## config.mk

```make
export PLATFORM = sky130hd
export DESIGN_NAME = uart_rx_cmd_decoder
export DESIGN_NICKNAME = d
export VERILOG_FILES = /design/src/rtl/uart_rx_cmd_decoder.sv
export SDC_FILE = /design/constraint.sdc
export NUM_CORES = 1
export LEC_CHECK = 0
export ABC_CLOCK_PERIOD_IN_PS = 1500
export BUFFER_PORTS_ARGS = -buffer_cell sky130_fd_sc_hd__buf_2
export CORE_ASPECT_RATIO = 1.2
export CORE_UTILIZATION = 39
export CTS_BUF_LIST = sky130_fd_sc_hd__clkbuf_8 sky130_fd_sc_hd__clkbuf_16
export CTS_CLUSTER_DIAMETER = 150
export CTS_CLUSTER_SIZE = 14
export DETAILED_ROUTE_END_ITERATION = 7
export PLACE_DENSITY = 0.64
export SLEW_MARGIN = 10
export SYNTH_ARGS = -nofsm -noshare
export SYNTH_HDL_FRONTEND = slang
export SYNTH_SLANG_ARGS = --single-unit
```

## constraint.sdc

```tcl
create_clock -name i_clock -period 1.5 [get_ports i_clock]
set_input_delay 0.45 -clock i_clock [delete_from_list [all_inputs] [get_ports i_clock]]
set_output_delay 0.45 -clock i_clock [all_outputs]
set_load 0.02 [all_outputs]
```

## src/rtl/uart_rx_cmd_decoder.sv

```systemverilog
// Collects A, B, opcode bytes from the UART receiver, runs the ALU, hands the result to the TX.
// Optional parity-checked frames: define UART_RX_CMD_DECODER_PARITY_EN.
module uart_rx_cmd_decoder #(
    parameter int NB_DATA        = 8,
    parameter int NB_OPCODE      = 6,
    parameter int NB_TIMEOUT     = 20,
    parameter int TIMEOUT_CYCLES = 1000000,
`ifdef UART_RX_CMD_DECODER_PARITY_EN
    localparam int NB_RX = NB_DATA + 1
`else
    localparam int NB_RX = NB_DATA
`endif
) (
    input  logic                 i_clock,
    input  logic                 i_reset,
    input  logic [NB_RX-1:0]     i_rx_data,
    input  logic                 i_rx_done,
    input  logic                 i_rx_frame_valid,
    input  logic [NB_DATA-1:0]   i_alu_result,
    input  logic                 i_tx_done,
    output logic [NB_DATA-1:0]   o_data_a,
    output logic [NB_DATA-1:0]   o_data_b,
    output logic [NB_OPCODE-1:0] o_opcode,
    output logic [NB_DATA-1:0]   o_tx_data,
    output logic                 o_tx_start,
    output logic                 o_busy,
    output logic                 o_err_drop,
    output logic                 o_err_timeout
);

    typedef enum logic [2:0] {
        ST_WAIT_A,
        ST_WAIT_B,
        ST_WAIT_OP,
        ST_ALU,
        ST_TX_START,
        ST_TX_WAIT
    } state_t;

    localparam logic [NB_TIMEOUT-1:0] CNT_LAST = NB_TIMEOUT'(TIMEOUT_CYCLES - 1);

    state_t                state, state_n;
    logic                  rx_done_d, tx_done_d;
    logic                  rx_stb, tx_done_stb, frame_ok;
    logic [NB_DATA-1:0]    field;
    logic [NB_TIMEOUT-1:0] cnt, cnt_n;
    logic [NB_DATA-1:0]    data_a_n, data_b_n, tx_data_n;
    logic [NB_OPCODE-1:0]  opcode_n;
    logic                  drop_n, timeout_n;

    assign rx_stb      = i_rx_done & ~rx_done_d;
    assign tx_done_stb = i_tx_done & ~tx_done_d;
    assign field       = i_rx_data[NB_RX-1 -: NB_DATA];

`ifdef UART_RX_CMD_DECODER_PARITY_EN
    // The parity bit itself was already judged by the receiver.
    assign frame_ok = i_rx_frame_valid | (i_rx_data[0] & 1'b0);
`else
    assign frame_ok = i_rx_frame_valid | 1'b1;
`endif

    assign o_tx_start = (state == ST_TX_START);
    assign o_busy     = (state == ST_ALU) || (state == ST_TX_START) ||
                        (state == ST_TX_WAIT);

    always_ff @(posedge i_clock) begin
        if (i_reset) begin
            state         <= ST_WAIT_A;
            rx_done_d     <= 1'b0;
            tx_done_d     <= 1'b0;
            cnt           <= '0;
            o_data_a      <= '0;
            o_data_b      <= '0;
            o_opcode      <= '0;
            o_tx_data     <= '0;
            o_err_drop    <= 1'b0;
            o_err_timeout <= 1'b0;
        end else begin
            state         <= state_n;
            rx_done_d     <= i_rx_done;
            tx_done_d     <= i_tx_done;
            cnt           <= cnt_n;
            o_data_a      <= data_a_n;
            o_data_b      <= data_b_n;
            o_opcode      <= opcode_n;
            o_tx_data     <= tx_data_n;
            o_err_drop    <= drop_n;
            o_err_timeout <= timeout_n;
        end
    end

    always_comb begin
        state_n   = state;
        cnt_n     = cnt;
        data_a_n  = o_data_a;
        data_b_n  = o_data_b;
        opcode_n  = o_opcode;
        tx_data_n = o_tx_data;
        drop_n    = 1'b0;
        timeout_n = 1'b0;
        unique case (state)
            ST_WAIT_A: begin
                cnt_n = '0;
                if (rx_stb && frame_ok) begin
                    data_a_n = field;
                    state_n  = ST_WAIT_B;
                end else if (rx_stb) begin
                    drop_n = 1'b1;
                end
            end
            ST_WAIT_B, ST_WAIT_OP: begin
                // An arriving byte always beats a coincident timeout.
                if (rx_stb && frame_ok) begin
                    cnt_n = '0;
                    if (state == ST_WAIT_B) begin
                        data_b_n = field;
                        state_n  = ST_WAIT_OP;
                    end else begin
                        opcode_n = field[NB_OPCODE-1:0];
                        state_n  = ST_ALU;
                    end
                end else if (rx_stb) begin
                    drop_n = 1'b1;
                end else if (cnt == CNT_LAST) begin
                    cnt_n     = '0;
                    timeout_n = 1'b1;
                    state_n   = ST_WAIT_A;
                end else begin
                    cnt_n = cnt + NB_TIMEOUT'(1);
                end
            end
            ST_ALU: begin
                cnt_n     = '0;
                drop_n    = rx_stb;
                tx_data_n = i_alu_result;
                state_n   = ST_TX_START;
            end
            ST_TX_START: begin
                cnt_n   = '0;
                drop_n  = rx_stb;
                state_n = ST_TX_WAIT;
            end
            ST_TX_WAIT: begin
                cnt_n  = '0;
                drop_n = rx_stb;
                if (tx_done_stb) state_n = ST_WAIT_A;
            end
            default: begin
                cnt_n   = '0;
                state_n = ST_WAIT_A;
            end
        endcase
    end

endmodule

```

Word level (Yosys, flattened, before mapping)
Cells that the tools add are included.

storage, ports and cells
  register bits after elaboration = 57
  word-level logic and storage cells = 46
  output and inout port bits = 34
  input bits = 21

operators by class
  eq/ne operators = 9
  mux-type cells = 7
  reduce and logical (&&, ||, !) cells = 12
  add/sub/neg operators = 1
  bitwise operators = 7

operator list
  kind                                                             number
  20-bit by 1-bit adder with 20-bit output, second input constant  1
  20-bit == test, second input constant                            1
  3-bit case mux with 5 select lines                               1
  3-bit two-way mux                                                4
  3-bit AND reduction                                              3
  3-bit by 2-bit == test with 1-bit output, second input constant  2
  3-bit == test, second input constant                             2
  3-bit OR reduction                                               2
  1-bit NOT                                                        5
  2-bit inequality test, second input constant                     2
  2-bit OR reduction                                               2
  4-bit OR reduction                                               1
  3-bit by 1-bit == test with 1-bit output, second input constant  1
  3-bit logical NOT                                                1
  3-bit inequality test, second input constant                     1
  1-bit AND                                                        2
  1-bit logical OR                                                 2
  1-bit two-way mux                                                2
  2-bit AND reduction                                              1

Longest topological paths before layout
Gate-level depths: netlist of run 1.

  word-level depth = 4
  depth in mapped cells = 6
  depth with buffers taken out = 4

Least setup slack after synthesis of run 1
OpenSTA, ideal clock, no wires.

  path type = reg2reg
  start = register cnt[0]
  end = register cnt[18]
  buffers on the path = 1
  clock period less this slack = 1635 ps
  library setup time = 70 ps
  data arrival time = 1565 ps
  path slack = -135 ps
  data required time = 1430 ps
  cell stages (with the launch flop) = 6
  cell sequence = dfxtp_1 > ha_1 > clkbuf_1 > nand2_2 > or4_1 > a21oi_1

on the way
  cells in the longest elaborated chain, start to end = 2
  elaborated cells on any way between the ends = 3
  classes of those cells = 1 x add/sub; 1 x eq/ne; 1 x reduce/logical

RTL lines
  element                                                                                           RTL line  text
  start, declared                                                                                   46        logic [NB_TIMEOUT-1:0] cnt, cnt_n;
  start signal, assigned                                                                            82        cnt <= cnt_n;
  parallel branches: the longest is 2 deep, another holds 20-bit by 1-bit adder with 20-bit output  n/a

Several ways; the timed one is not identified.
A chain may end at the register's enable or synchronous reset.

Worst setup path in the final report of run 1
  start = register state[1]
  end = output port o_busy

on the way
  cells in the longest elaborated chain, start to end = 3
  elaborated cells on any way between the ends = 5
  classes of those cells = 3 x eq/ne; 2 x reduce/logical

RTL lines
  element                                                                           RTL line  text
  start, declared                                                                   42        state_t state, state_n;
  start signal, assigned                                                            79        state <= state_n;
  3-bit by 2-bit == test with 1-bit output / 3-bit == test (equally long branches)  63        assign o_busy = (state == ST_ALU) || (state == ST_TX_START) ||
  1-bit logical OR                                                                  63
  1-bit logical OR *                                                                63
  end, declared                                                                     26        output logic o_busy,

Mark *: on every way between the ends. The rest lies on a longest branch, timed or not.

==> results of run 1 <==
-- report_power, final --
| part | switching (mW) | internal (mW) |
|---|---|---|
| Clock | 0.616 | 0.800 |
| Sequential | 0.0207 | 1.55 |
| Combinational | 0.170 | 0.150 |
| Total | 0.806 | 2.50 |
-- worst max-delay path, cell delays in order (launching register included) --
cell,delay (ps)
dfxtp_4,350
buf_6,110
nand3b_1,110
nand2_2,80
buf_6,130
-- placed cells by master, fill, tap and decap left out, types with 4 or more instances in the layout --
cell      synthesis  final
buf_2             5     51
dfxtp_1          57     47
nor2_1           49     46
buf_4             1     40
mux2i_1          30     30
clkbuf_8          0     10
dfxtp_2           0      9
nand4_1           8      8
xor2_1            8      8
nand3_1           7      7
buf_6             0      7
xnor2_1           6      6
nand2_1           7      5
a21oi_2           0      4
-- final cells by class --
class,instances,area (um^2),area share (%)
Multi-Input combinational cell,166,1200,36.0
Sequential cell,57,1160,34.6
Timing Repair Buffer,100,674,20.2
Clock buffer,10,138,4.12
Tap cell,80,100,3.00
Clock inverter,6,58.8,1.76
Inverter,3,11.3,0.337
-- sequential cells by signal, summed over array words and instances (netlist names) --
signal and flops:
state 3, o_data_a 8, o_err_drop 1, rx_done_d 1, o_data_b 8, o_opcode 6
cnt 20, tx_done_d 1, o_err_timeout 1, o_tx_data 8
-- metrics by stage --
step                      TNS [ps]  area [um^2]
after detailed placement      -358         2950
after global placement        -294         2950
final                         -107         3340
after global routing         -1310         3340
after floorplan                  0         2310
after CTS                     -143         3240
-- layer usage --
metal | part of all wire, % | vias to the layer above | wire [um] | GRT usage [%]
li1 | - | 1036 | - | -
met1 | 46 | 969 | 2420 | 21.2
met2 | 48 | 43 | 2550 | 27.3
met3 | 3.4 | 11 | 180 | 4.65
met4 | 2.1 | 0 | 113 | 10.2
met5 | 0 | - | 0 | 0
-- path summary, 6_finish.rpt --
| check | depth (start not counted) | end | slack (ps) |
|---|---|---|---|
| worst min-delay path | 3 | o_tx_data[0]$_SDFFE_PP0N_ | 340 |
| worst min register to register | 2 | o_data_a[0]$_SDFFE_PP0P_ | 490 |
| worst max register to register | 7 | state[1]$_SDFFE_PP0P_ | 10 |
| worst max-delay path | 4 | o_busy | -70 |
-- cell families after synthesis --
family                   Yosys count
XOR/XNOR                          14
AO/OA/AOI/OAI                     18
multiplexers                      30
adder cells (fa/ha/maj)            1
buffers and inverters             15
flip-flops                        57
AND/OR/NAND/NOR                  103
-- repair_timing --
action	in CTS	in global routing
endpoints found under the setup margin	4	41
pin swaps	2	6
cloned	0	1
buffers inserted	7	2
hold buffers	0	0
resized for setup	18	31
==> flow_metrics.tcl, run 1 <==
set metrics [dict create \
    run_status "complete, but fails checks" \
    violations "setup timing" \
    drive_gt1_share_pct 44.4 \
    synth_area_leaders "dfxtp_1 (49%), mux2i_1 (13%), nor2_1 (8.0%), xor2_1 (3.0%), xnor2_1 (2.3%)" \
    finalHoldViolations 0 \
    clk_pin_slew_ps 70 \
    chipWidth_um 72.2 \
    synthMuxAreaShare_pct 13.0 \
    p_leak_nw 1.57 \
    clock-skew-final_ps 7.22 \
    cts_buffers 9 \
    ys_async_sr_fraction_pct 0 \
    fmax_ghz 0.639 \
    finalWorstPathRequiredPeriod_ps 1570 \
    end_kind "primary output" \
    dp_hpwl_um 3430 \
    first_pass_iters 4 \
    syn_area_um2 2310 \
    start_kind "flop" \
    r2r-start "state[1]$_SDFFE_PP0P_" \
    drt_wl_total_um 5260 \
    yosysTopAreaCell "dfxtp_1" \
    ys_ff_latch 57 \
    grt-ovfl-total 0 \
    cp.required_ps 1050 \
    diodes 0 \
    synth_top_area_share_pct 49.5 \
    yosys.area_share.simple_pct 24.1 \
    synth_edf_count 0 \
    timing.hold.ws_ps 345 \
    ctsRootBufferMaster "clkbuf_8" \
    syn_area_per_cell_um2 9.69 \
    drc 0 \
    cts_buffer_depth 2 \
    synth-compound-area-share_pct 4.61 \
    ys_top_cells_by_count "dfxtp_1 (57), nor2_1 (49), mux2i_1 (30)" \
    ir_drop_uv 903 \
    syn2layout_area_growth_pct 44.9 \
    yosysUniqueCellTypes 38 \
    min_from "i_alu_result[0]" \
    fin_ws_ps -66.0 \
    track_usage_pct 17.3 \
    die_y_um 86.2 \
    vias 2059 \
    place_inst 399 \
    setup_violations 2 \
    grt_pass1_vias 1862 \
    p_per_area_nw_per_um2 990 \
    slew_headroom_pct 75.4 \
    io_pins 55 \
    cts-htree-levels 3 \
    fin_util_pct 58.9 \
    synth.most_common_cell "dfxtp_1" \
    gp_congestion 0.738 \
    cts_sinks 57 \
    grt_pass1_wl_um 8270 \
    die-area_um2 6230 \
    rows 30 \
    drt_iter0_drc 68 \
    grt_max_degree 37 \
    path_class "flop to primary output" \
    synth-main-ff-cell "dfxtp_1" \
    startpoint "state[1]$_SDFFE_PP0P_" \
    crit_fanout 3 \
    dp_slack_ps -54.8 \
    finalPower_mw 3.31 \
    netlist_instances 238 \
    wl_per_cell_um 12.5 \
    start_util_pct 40.7 \
    worst_pin_slew_ps 370 \
    yosysSeqAreaShare_pct 49.5 \
    synth_top_family_by_area "simple AND/OR/NAND/NOR gates" \
    final_cells 422 \
    rsz0062_at_grt "true" \
    fin_crit_sh_pct 104 \
    cap_violations 0 \
    slew_violations 0 \
    portBuffers 53 \
    clkLatencyLatePin_ps 330 \
    ant_nets 0 \
    arrival_ps 1120 \
    hp-class "input pin to flop" \
    synthAdderAreaFrac_pct 0.543 \
    tritoncts "yes" \
    antenna_found_initial 0 \
    nFillCells 503 \
    yosys_warnings 0 \
    core_um2 5670 \
    syn-num-nets 260 \
    synth-xor-area-share_pct 5.32 \
    finalNetCount 359 \
    vias_per_cell 4.88 \
]
Note: power is estimated with default switching activity, not from simulation.
==> run 2, diff against run 1 <==
--- a/config.mk
+++ b/config.mk
@@ -5,7 +5,7 @@
 export SDC_FILE = /design/constraint.sdc
 export NUM_CORES = 1
 export LEC_CHECK = 0
-export ABC_CLOCK_PERIOD_IN_PS = 1500
+export ABC_CLOCK_PERIOD_IN_PS = 1800
 export BUFFER_PORTS_ARGS = -buffer_cell sky130_fd_sc_hd__buf_2
 export CORE_ASPECT_RATIO = 1.2
 export CORE_UTILIZATION = 39
@@ -13,7 +13,7 @@
 export CTS_CLUSTER_DIAMETER = 150
 export CTS_CLUSTER_SIZE = 14
 export DETAILED_ROUTE_END_ITERATION = 7
-export PLACE_DENSITY = 0.64
+export PLACE_DENSITY = 0.61
 export SLEW_MARGIN = 10
 export SYNTH_ARGS = -nofsm -noshare
 export SYNTH_HDL_FRONTEND = slang
==> constraint.sdc (replaced) <==
create_clock -name i_clock -period 1.8 [get_ports i_clock]
set_input_delay 0.54 -clock i_clock [delete_from_list [all_inputs] [get_ports i_clock]]
set_output_delay 0.54 -clock i_clock [all_outputs]
set_load 0.02 [all_outputs]
==> flow_metrics.tcl, run 2 (synthesis results as in run 1) <==
set metrics [dict create \
    run_status "completed" \
    clk_pin_slew_ps 70 \
    finalNetCount 327 \
    crit_fanout 5 \
    tns_ps 0 \
    start_util_pct 40.7 \
    top_register "cnt" \
    largest_reg_flops 20 \
    wl_per_cell_um 11.7 \
    final_cell_mix "dfxtp_1 (55), buf_2 (52), nor2_1 (49), mux2i_1 (30), buf_4 (15)" \
    power.share.clock_pct 42.4 \
    die_y_um 86.2 \
    final_cells 390 \
    dp_hpwl_um 3210 \
    grt_pass1_vias 1705 \
    ant_nets 0 \
    worst_pin_slew_ps 414 \
    vias 1851 \
    ir_drop_uv 512 \
    drt_iter0_drc 43 \
    cp.required_ps 1260 \
    drc 0 \
    die-area_um2 6230 \
    finalWorstPathRequiredPeriod_ps 1670 \
    cts-htree-levels 3 \
    fin_area_um2 2930 \
    pwr-share-seq_pct 49.5 \
    diodes 0 \
    io_pins 55 \
    setup_violations 0 \
    first_pass_iters 4 \
    startpoint "state[0]$_SDFFE_PP0P_" \
    clock-skew-final_ps 9.14 \
    arrival_ps 1130 \
    r2r_end "cnt[17]$_SDFF_PP0_" \
    p_int_mw 2.01 \
    portBuffers 53 \
    gp_congestion 0.745 \
    vias_per_cell 4.75 \
    critPathCapture "o_busy" \
    cts_buffers 9 \
    drt_wl_total_um 4570 \
    hp-class "input pin to flop" \
    chipWidth_um 72.2 \
    cap_violations 0 \
    finalHoldViolations 0 \
    grt-ovfl-total 0 \
    rows 30 \
    drive_gt1_share_pct 29.0 \
    p_leak_nw 1.37 \
    holdBufCountCts 0 \
    fmax_ghz 0.599 \
    r2r-start "cnt[4]$_SDFF_PP0_" \
    placed_cell_area_um2 2740 \
    grt_pass1_wl_um 7470 \
    switching_power_uw 638 \
    swShare_pct 24.1 \
    end_kind "primary output" \
    rsz0062_at_grt "false" \
    syn2layout_area_growth_pct 27.2 \
    place_inst 374 \
    layout_commonest_cell "dfxtp_1" \
    combPwrFrac_pct 8.1 \
    cts_sinks 57 \
    core_um2 5670 \
    clkLatencyLatePin_ps 330 \
    p_per_area_nw_per_um2 904 \
    track_usage_pct 15.8 \
    timing.reg2reg.setup_slack_ps 150 \
    fin_crit_sh_pct 92.8 \
    path_class "flop to primary output" \
    grt_max_degree 37 \
    antenna_found_initial 0 \
    fin_util_pct 51.7 \
    start_kind "flop" \
    ctsRootBufferMaster "clkbuf_8" \
    slew_headroom_pct 72.3 \
    tritoncts "yes" \
    slew_violations 0 \
    reg2regPathDepth 4 \
    cts_buffer_depth 2 \
]
-- run 2: cell types whose count changed in the layout (fill, tap and decap cells not counted), sizes merged --
cell,before,now
buf,100,68
clkbuf,10,9
clkinv,2,5
clkinvlp,2,0
-- run 2: cell type report --
type | instances | area, um^2
sequential | 57 | 1140
tap | 80 | 100
clock buffer | 9 | 124
inverter | 3 | 11.3
multi-input combinational | 166 | 1100
timing repair buffer | 68 | 393
clock inverter | 7 | 62.6
fill | 550 | 2740
-- run 2: worst min path at each step --
| stage | from | endpoint | slack [ps] | cells past startpoint |
|---|---|---|---|---|
| after global routing | i_alu_result[7] | o_tx_data[7]$_SDFFE_PP0N_ | 420 | 3 |
| after detailed placement | cnt[19]$_SDFF_PP0_ | cnt[19]$_SDFF_PP0_ | 470 | 2 |
| after global placement | cnt[19]$_SDFF_PP0_ | cnt[19]$_SDFF_PP0_ | 470 | 2 |
| final | i_alu_result[0] | o_tx_data[0]$_SDFFE_PP0N_ | 430 | 3 |
| after floorplan | cnt[19]$_SDFF_PP0_ | cnt[19]$_SDFF_PP0_ | 450 | 2 |
| after CTS | i_alu_result[7] | o_tx_data[7]$_SDFFE_PP0N_ | 430 | 3 |
-- run 2: routing by layer --
layer	GRT usage [%]	routed length [um]
met3	3.84	180
met2	24.8	2100
met1	19.2	2180
met4	10.2	114
met5	0	0
-- run 2: power by group through the flow --
| stage | clock [mW] | combinational (mW) | sequential (mW) |
|---|---|---|---|
| final | 1.12 | 0.216 | 1.31 |
| after global routing | 1.22 | 0.239 | 1.31 |
| after CTS | 1.16 | 0.219 | 1.31 |
| after detailed placement | 0 | 0.218 | 1.34 |
| after global placement | 0 | 0.216 | 1.34 |
| after floorplan | 0 | 0.109 | 1.36 |
-- run 2: worst max-delay path, stage by stage (launching register included) --
cell and delay (ps):
dfxtp_1 440, nand3b_1 130, nand2_1 80, buf_2 160
-- run 2: what timing repair did --
action | 4_1_cts | 5_1_grt
endpoints found under the hold margin | 0 | 0
resized for setup | 1 | 3
setup endpoints to repair | 2 | 2
cloned | 0 | 0
buffers inserted | 0 | 0
pin swaps | 0 | 0
-- run 2: stage by stage --
step	hold WS (ps)	setup WS (ps)	power [mW]
2_1_floorplan	447	165	1.47
3_3_place_gp	468	146	1.55
3_5_place_dp	472	79.2	1.56
4_1_cts	427	27.5	2.69
5_1_grt	424	41.7	2.78
6_report	434	129	2.65
